<file path="src/rtl/usb_buffer_pkg.sv">
// Shared sizing for the USB data buffer; the AHB slave imports this too so
// its occupancy register matches the buffer's count width.
package usb_buffer_pkg;

   localparam int BUF_DEPTH = 64;
   localparam int BUF_AW    = 6;
   localparam int BUF_OCC_W = 7;

   typedef logic [BUF_OCC_W-1:0] buf_ptr_t;
   typedef logic [7:0]           buf_byte_t;

   localparam buf_ptr_t BUF_FULL_OCC = buf_ptr_t'(BUF_DEPTH);

endpackage

</file>
<file path="src/rtl/usb_buf_ptr.sv">
// Buffer pointer: 6 address bits plus a wrap bit, so full and empty are
// distinguishable by plain subtraction of write and read pointers.
module usb_buf_ptr
   import usb_buffer_pkg::*;
(
   input  logic     clk,
   input  logic     n_rst,
   input  logic     i_clear,
   input  logic     i_inc,
   output buf_ptr_t o_ptr
);

   buf_ptr_t r_ptr;

   always_ff @(posedge clk or negedge n_rst) begin
      if (!n_rst) begin
         r_ptr <= '0;
      end else if (i_clear) begin
         r_ptr <= '0;
      end else if (i_inc) begin
         r_ptr <= r_ptr + buf_ptr_t'(1);
      end
   end

   assign o_ptr = r_ptr;

endmodule

</file>
<file path="src/rtl/usb_data_buffer.sv">
// Shared 64-byte FIFO between the AHB slave and the USB RX/TX packet paths.
// Either side may push or pop; head byte is presented first-word-fall-through.
module usb_data_buffer
   import usb_buffer_pkg::*;
(
   input  logic       clk,
   input  logic       n_rst,
   input  logic       clear,
   input  logic       store_tx_data,
   input  logic [7:0] tx_data,
   input  logic       get_rx_data,
   output logic [7:0] rx_data,
   input  logic       store_rx_packet_data,
   input  logic [7:0] rx_packet_data,
   input  logic       get_tx_packet_data,
   output logic [7:0] tx_packet_data,
   output logic [6:0] buffer_occupancy,
   output logic       overflow,
   output logic       underflow
);

   buf_byte_t r_mem [BUF_DEPTH];
   logic      r_overflow;
   logic      r_underflow;

   buf_ptr_t  w_wr_ptr;
   buf_ptr_t  w_rd_ptr;
   buf_ptr_t  w_occ;
   logic      w_push;
   logic      w_pop;
   buf_byte_t w_push_data;
   logic      w_full;
   logic      w_empty;
   logic      w_push_ok;
   logic      w_pop_ok;
   buf_byte_t w_head;

   assign w_push      = store_tx_data | store_rx_packet_data;
   assign w_pop       = get_rx_data | get_tx_packet_data;
   assign w_push_data = store_tx_data ? tx_data : rx_packet_data;

   assign w_occ   = w_wr_ptr - w_rd_ptr;
   assign w_full  = (w_occ == BUF_FULL_OCC);
   assign w_empty = (w_occ == '0);

   // A pop on a full buffer frees the slot the same-cycle push lands in.
   assign w_pop_ok  = w_pop & ~w_empty & ~clear;
   assign w_push_ok = w_push & ~clear & (~w_full | w_pop);

   usb_buf_ptr u_wr_ptr (
      .clk     (clk),
      .n_rst   (n_rst),
      .i_clear (clear),
      .i_inc   (w_push_ok),
      .o_ptr   (w_wr_ptr)
   );

   usb_buf_ptr u_rd_ptr (
      .clk     (clk),
      .n_rst   (n_rst),
      .i_clear (clear),
      .i_inc   (w_pop_ok),
      .o_ptr   (w_rd_ptr)
   );

   // Storage is deliberately left out of reset; pointers alone define validity.
   always_ff @(posedge clk) begin
      if (w_push_ok) begin
         r_mem[w_wr_ptr[BUF_AW-1:0]] <= w_push_data;
      end
   end

   always_ff @(posedge clk or negedge n_rst) begin
      if (!n_rst) begin
         r_overflow  <= 1'b0;
         r_underflow <= 1'b0;
      end else begin
         r_overflow  <= w_push & ~clear & w_full & ~w_pop;
         r_underflow <= w_pop & ~clear & w_empty;
      end
   end

   assign w_head = w_empty ? 8'h00 : r_mem[w_rd_ptr[BUF_AW-1:0]];

   assign rx_data          = w_head;
   assign tx_packet_data   = w_head;
   assign buffer_occupancy = w_occ;
   assign overflow         = r_overflow;
   assign underflow        = r_underflow;

endmodule

</file>
<file path="config.mk">
export PLATFORM = sky130hd
export DESIGN_NAME = usb_data_buffer
export DESIGN_NICKNAME = d
export VERILOG_FILES = /design/src/rtl/usb_buffer_pkg.sv /design/src/rtl/usb_buf_ptr.sv /design/src/rtl/usb_data_buffer.sv
export SDC_FILE = /design/constraint.sdc
export NUM_CORES = 1
export LEC_CHECK = 0
export CAP_MARGIN = 25
export CORE_MARGIN = 2
export CORE_UTILIZATION = 52
export DETAILED_ROUTE_END_ITERATION = 12
export GPL_TIMING_DRIVEN = 0
export PLACE_DENSITY = 0.76
export SLEW_MARGIN = 25
export SYNTH_ARGS = -nofsm -noshare
export SYNTH_HDL_FRONTEND = slang
export SYNTH_HIERARCHICAL = 1
export SYNTH_SLANG_ARGS = --single-unit
</file>
<file path="constraint.sdc">
create_clock -name clk -period 4.85 [get_ports clk]
set_input_delay 0.97 -clock clk [delete_from_list [all_inputs] [get_ports clk]]
set_output_delay 0.97 -clock clk [all_outputs]
set_load 0.05 [all_outputs]
</file>
==> Word level (Yosys, flattened, before mapping) <==
Memory sizes are Yosys's and may differ from the RTL's.
Cells that the tools add are included.
W data, S select, Z words.
{ "totals": {"regBits": 16, "ram_bits": 512, "in_bits": 23, "mem_count": 1} }
{ "memory_table": {"columns": ["name", "depth", "width", "rd", "rd_clocked_by_memory_dff", "write_ports", "line_no", "source"], "rows": [
  ["r_mem", 64, 8, 1, 0, 1, "usb_data_buffer.sv:22", "buf_byte_t r_mem [BUF_DEPTH];"]
]} }
{ "op_classes": {"n_addsub": 3, "eq_ne": 1, "mux": 8, "bitwise": 15, "n_reduce_logical": 3} }
{ "ops": {"columns": ["op", "count"], "rows": [
  ["$mux W7", 4],
  ["$mux W8", 2],
  ["$add A7 B1 Y7 const B", 2],
  ["$and A1 B1 Y1", 8],
  ["$eq A7 B7 Y1 const B", 1],
  ["$logic_not A7 Y1", 1],
  ["$sub A7 B7 Y7", 1],
  ["$not A1 Y1", 4],
  ["$reduce_bool A2 Y1", 2],
  ["$or A1 B1 Y1", 3],
  ["$mux W1", 2]
]} }

==> Logic depth before layout (Yosys ltp) <==
Gate-level depths: netlist of the first run.
{ "logic_depth": {"depth_word": 7, "depth_mapped": 16} }

==> Modules after synthesis <==
The synthesis of the first run kept the hierarchy.
{ "by_module_without_submodules": {"columns": ["mod", "n_inst", "cells_per_inst", "area_per_inst_um2"], "rows": [
  ["usb_data_buffer", 1, 1069, 20712.4],
  ["usb_buf_ptr", 2, 29, 307.8]
]} }

==> Worst setup path after synthesis of the first run <==
Ideal clock, no wire load.
{ "synth_path": {"path_type": "reg-to-output", "from": "register u_rd_ptr.r_ptr[2] (netlist: u_rd_ptr/o_ptr[2])", "to": "output tx_packet_data[0]", "arrival_ps": 5004, "required_ps": 3880, "slack_ps": -1124, "stages_incl_launch_ff": 12, "n_path_buf": 3, "cell_sequence": "dfrtp_1 clkbuf_1 buf_2 inv_2 ha_1 o21a_1 o31a_1 o311ai_1 a2111o_1 nor2_1 nor3_1 buf_4"} }
{ "synth_via": {"elab_chain_cells": 3, "word_cells_on_any_way": 4} }
{ "synth_rtl": {"columns": ["element", "line_no", "source"], "rows": [
  ["from (decl)", "usb_buf_ptr.sv:13", "buf_ptr_t r_ptr;"],
  ["from (signal assigned)", "usb_buf_ptr.sv:21", "r_ptr <= r_ptr + buf_ptr_t'(1);"],
  ["$sub A7 B7 Y7", "usb_data_buffer.sv:42", "assign w_occ = w_wr_ptr - w_rd_ptr;"],
  ["via buffer_occupancy[5]", "usb_data_buffer.sv:17", "output logic [6:0] buffer_occupancy,"],
  ["$logic_not A7 Y1", "usb_data_buffer.sv:44", "assign w_empty = (w_occ == '0);"],
  ["$mux W8", "usb_data_buffer.sv:83", "assign w_head = w_empty ? 8'h00 : r_mem[w_rd_ptr[BUF_AW-1:0]];"],
  ["to (decl)", "usb_data_buffer.sv:16", "output logic [7:0] tx_packet_data,"]
]} }
The timed path passes the listed nets, and every way through them passes these cells.

==> Worst setup path after layout of the first run <==
{ "layout_path": {"from": "register u_rd_ptr.r_ptr[3] (netlist: u_rd_ptr/o_ptr[3])", "to": "output tx_packet_data[6]"} }
{ "layout_via": {"elab_chain_cells": 3, "word_cells_on_any_way": 4} }
{ "layout_rtl": {"columns": ["element", "line_no"], "rows": [
  ["$sub A7 B7 Y7", "usb_data_buffer.sv:42"],
  ["$logic_not A7 Y1", "usb_data_buffer.sv:44"],
  ["$mux W8 *", "usb_data_buffer.sv:83"]
]} }
Every way passes the cells marked *; elsewhere a longest branch is shown, timed or not.

==> reports/metrics.cfg, run 1 <==
[outcome]
status = finished clean

[synth]
syn_inst = 1127
netlist-cell-type-count = 48
syn_avg_cell_area_um2 = 18.92
syn-cell-area_mm2 = 0.02133
yosysTopAreaCell = edfxtp_1
syn_nets = 1159
synth_edf_count = 512
ys_seq_area_share_pct = 73.96
synthFlopType = edfxtp_1
ys_ff_latch = 528
synthDominantCellAreaShare_pct = 72.09
yosysWarnings = 6
yosys-top-cells-area = edfxtp_1, mux4_2, mux2i_1, dfrtp_1, nor2_1
async_reset_ff_share_pct = 3.030

[critical_path]
cp-end-kind = output pin
worstPathBufferInverterCount = 6
cp-start-kind = flop
critPathMaxFanout = 10
required_ns = 3.88
path_class = flop to output pin
cp_slowest_cell = dfrtp_2
cp_top_family = buffers and inverters
worstPathCellList = inv_1, buf_6, ha_1, o21a_1, or3_1, a2111o_1, nor2_4, buf_12, nor3_4, buf_12, buf_6, clkbuf_4
worstPathArrival_ns = 3.78
cp_slowest_stage_delay_ns = 0.52

[global_route]
grtUsageTotal_pct = 24.31
antenna_found_initial = 2
globalRouteOverflowTotal = 0
grt_pass1_wl_mm = 74.13
grt_pass1_vias = 11540
grt_max_degree = 65

[route]
wire_per_inst_um = 27.66
route.vias.total = 11580
drt-pass1-iter-count = 8
vias_per_cell = 6.323
routed_wl_mm = 50.66
drc_errors = 0
drtAntennaViolNets = 0
drtIter0Drc = 1599

[clock_network]
clock_path_buffers = 3
cts_made_buffers = 51
cts_htree_levels = 2
cts.sinks = 528
cts_tree = built
clk_latency_ns = 0.61
cts_root_buffer = clkbuf_16
clk_pin_slew_worst_paths_ns = 0.06

[floorplanning]
die_h_um = 206.5
die_area_mm2 = 0.04265
dieWidth_um = 206.5
io_pins = 48
num_rows = 74
core_mm2 = 0.04065
initial_core_util_pct = 52.47

[placement]
dp.cells = 1727
io_buffer_count = 46
gp_congestion = 0.9858
placed_area_mm2 = 0.02283
hpwlAfterDp_mm = 32.38

[finish]
stdcell_count = 1832
final_layout_size_suffix_gt1_share_pct = 26.94
design_area_mm2 = 0.02478
synthToLayoutAreaGrowth_pct = 16.17
nFillCells = 2784
nNetsFinal = 1291

[run]
max_cap_viol_count = 0

[timing]
fin_skew_ns = 0.03410
hold_violations = 0
slew-limit-headroom_pct = 31.65
fin_tns_setup_ns = 0
drv_slew = 0
worstMarginPinSlew_ns = 1.022
finalCriticalPeriod_ns = 4.748
max_freq_mhz = 210.6
fin_crit_sh_pct = 97.89
finalSetupViolCount = 0

[pwr]
leakage_nw = 7.875
p_per_area_mw_per_mm2 = 472.6
ir_drop_mv = 0.2612

[worst_hold_path]
worstHoldPathType = flop to flop

[cell families (layout without fill, tap and decap cells)]
logic type                 count (synthesis)  after routing  share of synthesized area (%)
and+or+nand+nor                          222            222                          4.664
other                                      0              1                              0
adders and majority gates                  9              9                         0.5632
AOI/OAI and AO/OA                         98             98                          2.927
DFF                                      528            528                          73.96
muxes                                    186            186                          15.70
buffers and inverters                     74            246                          1.772
xor gates and xnor gates                  10             10                         0.4107
[timing repair]
| item | in CTS | in global routing |
|---|---|---|
| buffers inserted | 3 | 10 |
| cloned | 0 | 1 |
| hold buffers | 0 | 0 |
| pin swaps | 4 | 3 |
| setup endpoints to repair | 20 | 16 |
| gates resized for setup | 114 | 27 |
[stage by stage]
step                hold slack, ns  util, %  setup slack, ns  power [mW]
global route                0.6276    60.95         -0.01170       12.03
floorplan                   0.5330        -          0.07981       6.960
global placement            0.5597    55.57          -0.7098       7.656
detailed placement          0.5697    56.18          -0.7150       7.696
CTS                         0.5944    60.50         -0.01676       11.64
finish                      0.5969    60.96           0.1023       11.71
[sequential cells by signal (all words and copies together) (netlist names)]
register	cells
u_wr_ptr/o_ptr	7
u_rd_ptr/o_ptr	7
r_mem	512
underflow	1
overflow	1
[placed cells by master, fill, tap and decap left out, types with 12 or more instances in the layout]
cell type	count
a22oi_1	20
edfxtp_1	512
clkbuf_16	52
nor2_1	81
mux4_2	118
a21oi_1	30
mux2i_1	60
buf_6	12
buf_4	25
clkbuf_1	26
nand2_1	63
buf_2	36
clkinv_2	14
nor4_2	17
clkdlybuf4s50_1	30
[layout make-up]
| class | count | area (um^2) | share of cell area [%] |
|---|---|---|---|
| Buffer | 61 | 434.2 | 1.752 |
| Tap cell | 532 | 665.6 | 2.687 |
| Sequential cell | 528 | 15780 | 63.70 |
| Timing Repair Buffer | 82 | 681.9 | 2.752 |
| Multi-Input combinational cell | 525 | 5500 | 22.20 |
| Clock buffer | 57 | 1299 | 5.242 |
| Clock inverter | 36 | 360.3 | 1.454 |
| Antenna cell | 1 | 2.502 | 0.01010 |
| Inverter | 10 | 50.05 | 0.2020 |
[worst min-delay path, stage by stage (launching register included)]
cell and delay (ns):
dfrtp_1 0.37, or3_1 0.13, a21oi_1 0.06
[worst paths after layout]
check / endpoint / start / cells past startpoint / slack (ns)
setup / recovery: tx_packet_data[6] / u_rd_ptr/o_ptr[3] / 12 / 0.10
hold / removal: u_wr_ptr/o_ptr[6] / u_wr_ptr/o_ptr[6] / 2 / 0.60
setup reg to reg: u_wr_ptr/o_ptr[6] / u_rd_ptr/o_ptr[1] / 15 / 0.82
hold reg to reg: u_wr_ptr/o_ptr[6] / u_wr_ptr/o_ptr[6] / 2 / 0.60
max in group asynchronous: u_wr_ptr/o_ptr[0] / n_rst / 1 / 3.51
min in group asynchronous: u_rd_ptr/o_ptr[0] / n_rst / 1 / 0.80
[layer usage]
layer  vias up  wire (um)  track usage (%)
met5         -          0                0
met3       126       4280            4.730
met4         0       1881            9.286
met2       599      25060            39.69
met1      6020      19450            32.72
li1       4838          -                -
[power by group]
group	total (mW)	switching, mW	internal [mW]	leakage [nW]
Sequential	5.08	0.0194	5.06	4.82
Clock	3.96	1.70	2.26	0.819
Combinational	2.67	1.58	1.09	2.24
[Yosys cell counts, types with 7 or more instances]
cell type	number
nand3_1	7
inv_1	7
or3_1	10
nor2_1	85
ha_1	8
nand2_1	63
a21oi_1	33
edfxtp_1	512
nor3_1	18
buf_2	11
buf_4	23
a22oi_1	20
mux2i_1	60
mux2_2	8
xor2_1	7
nor4_1	18
o21ai_0	12
o22ai_1	8
clkbuf_1	26
dfrtp_1	16
mux4_2	118
Power figures use the tool's default switching activity.
==> run 2, diff against run 1 <==
- HOLD_SLACK_MARGIN: not set -> 0.06
==> results of run 2 <==
No change in the layout: final DEF, timing and power equal those of run 1.
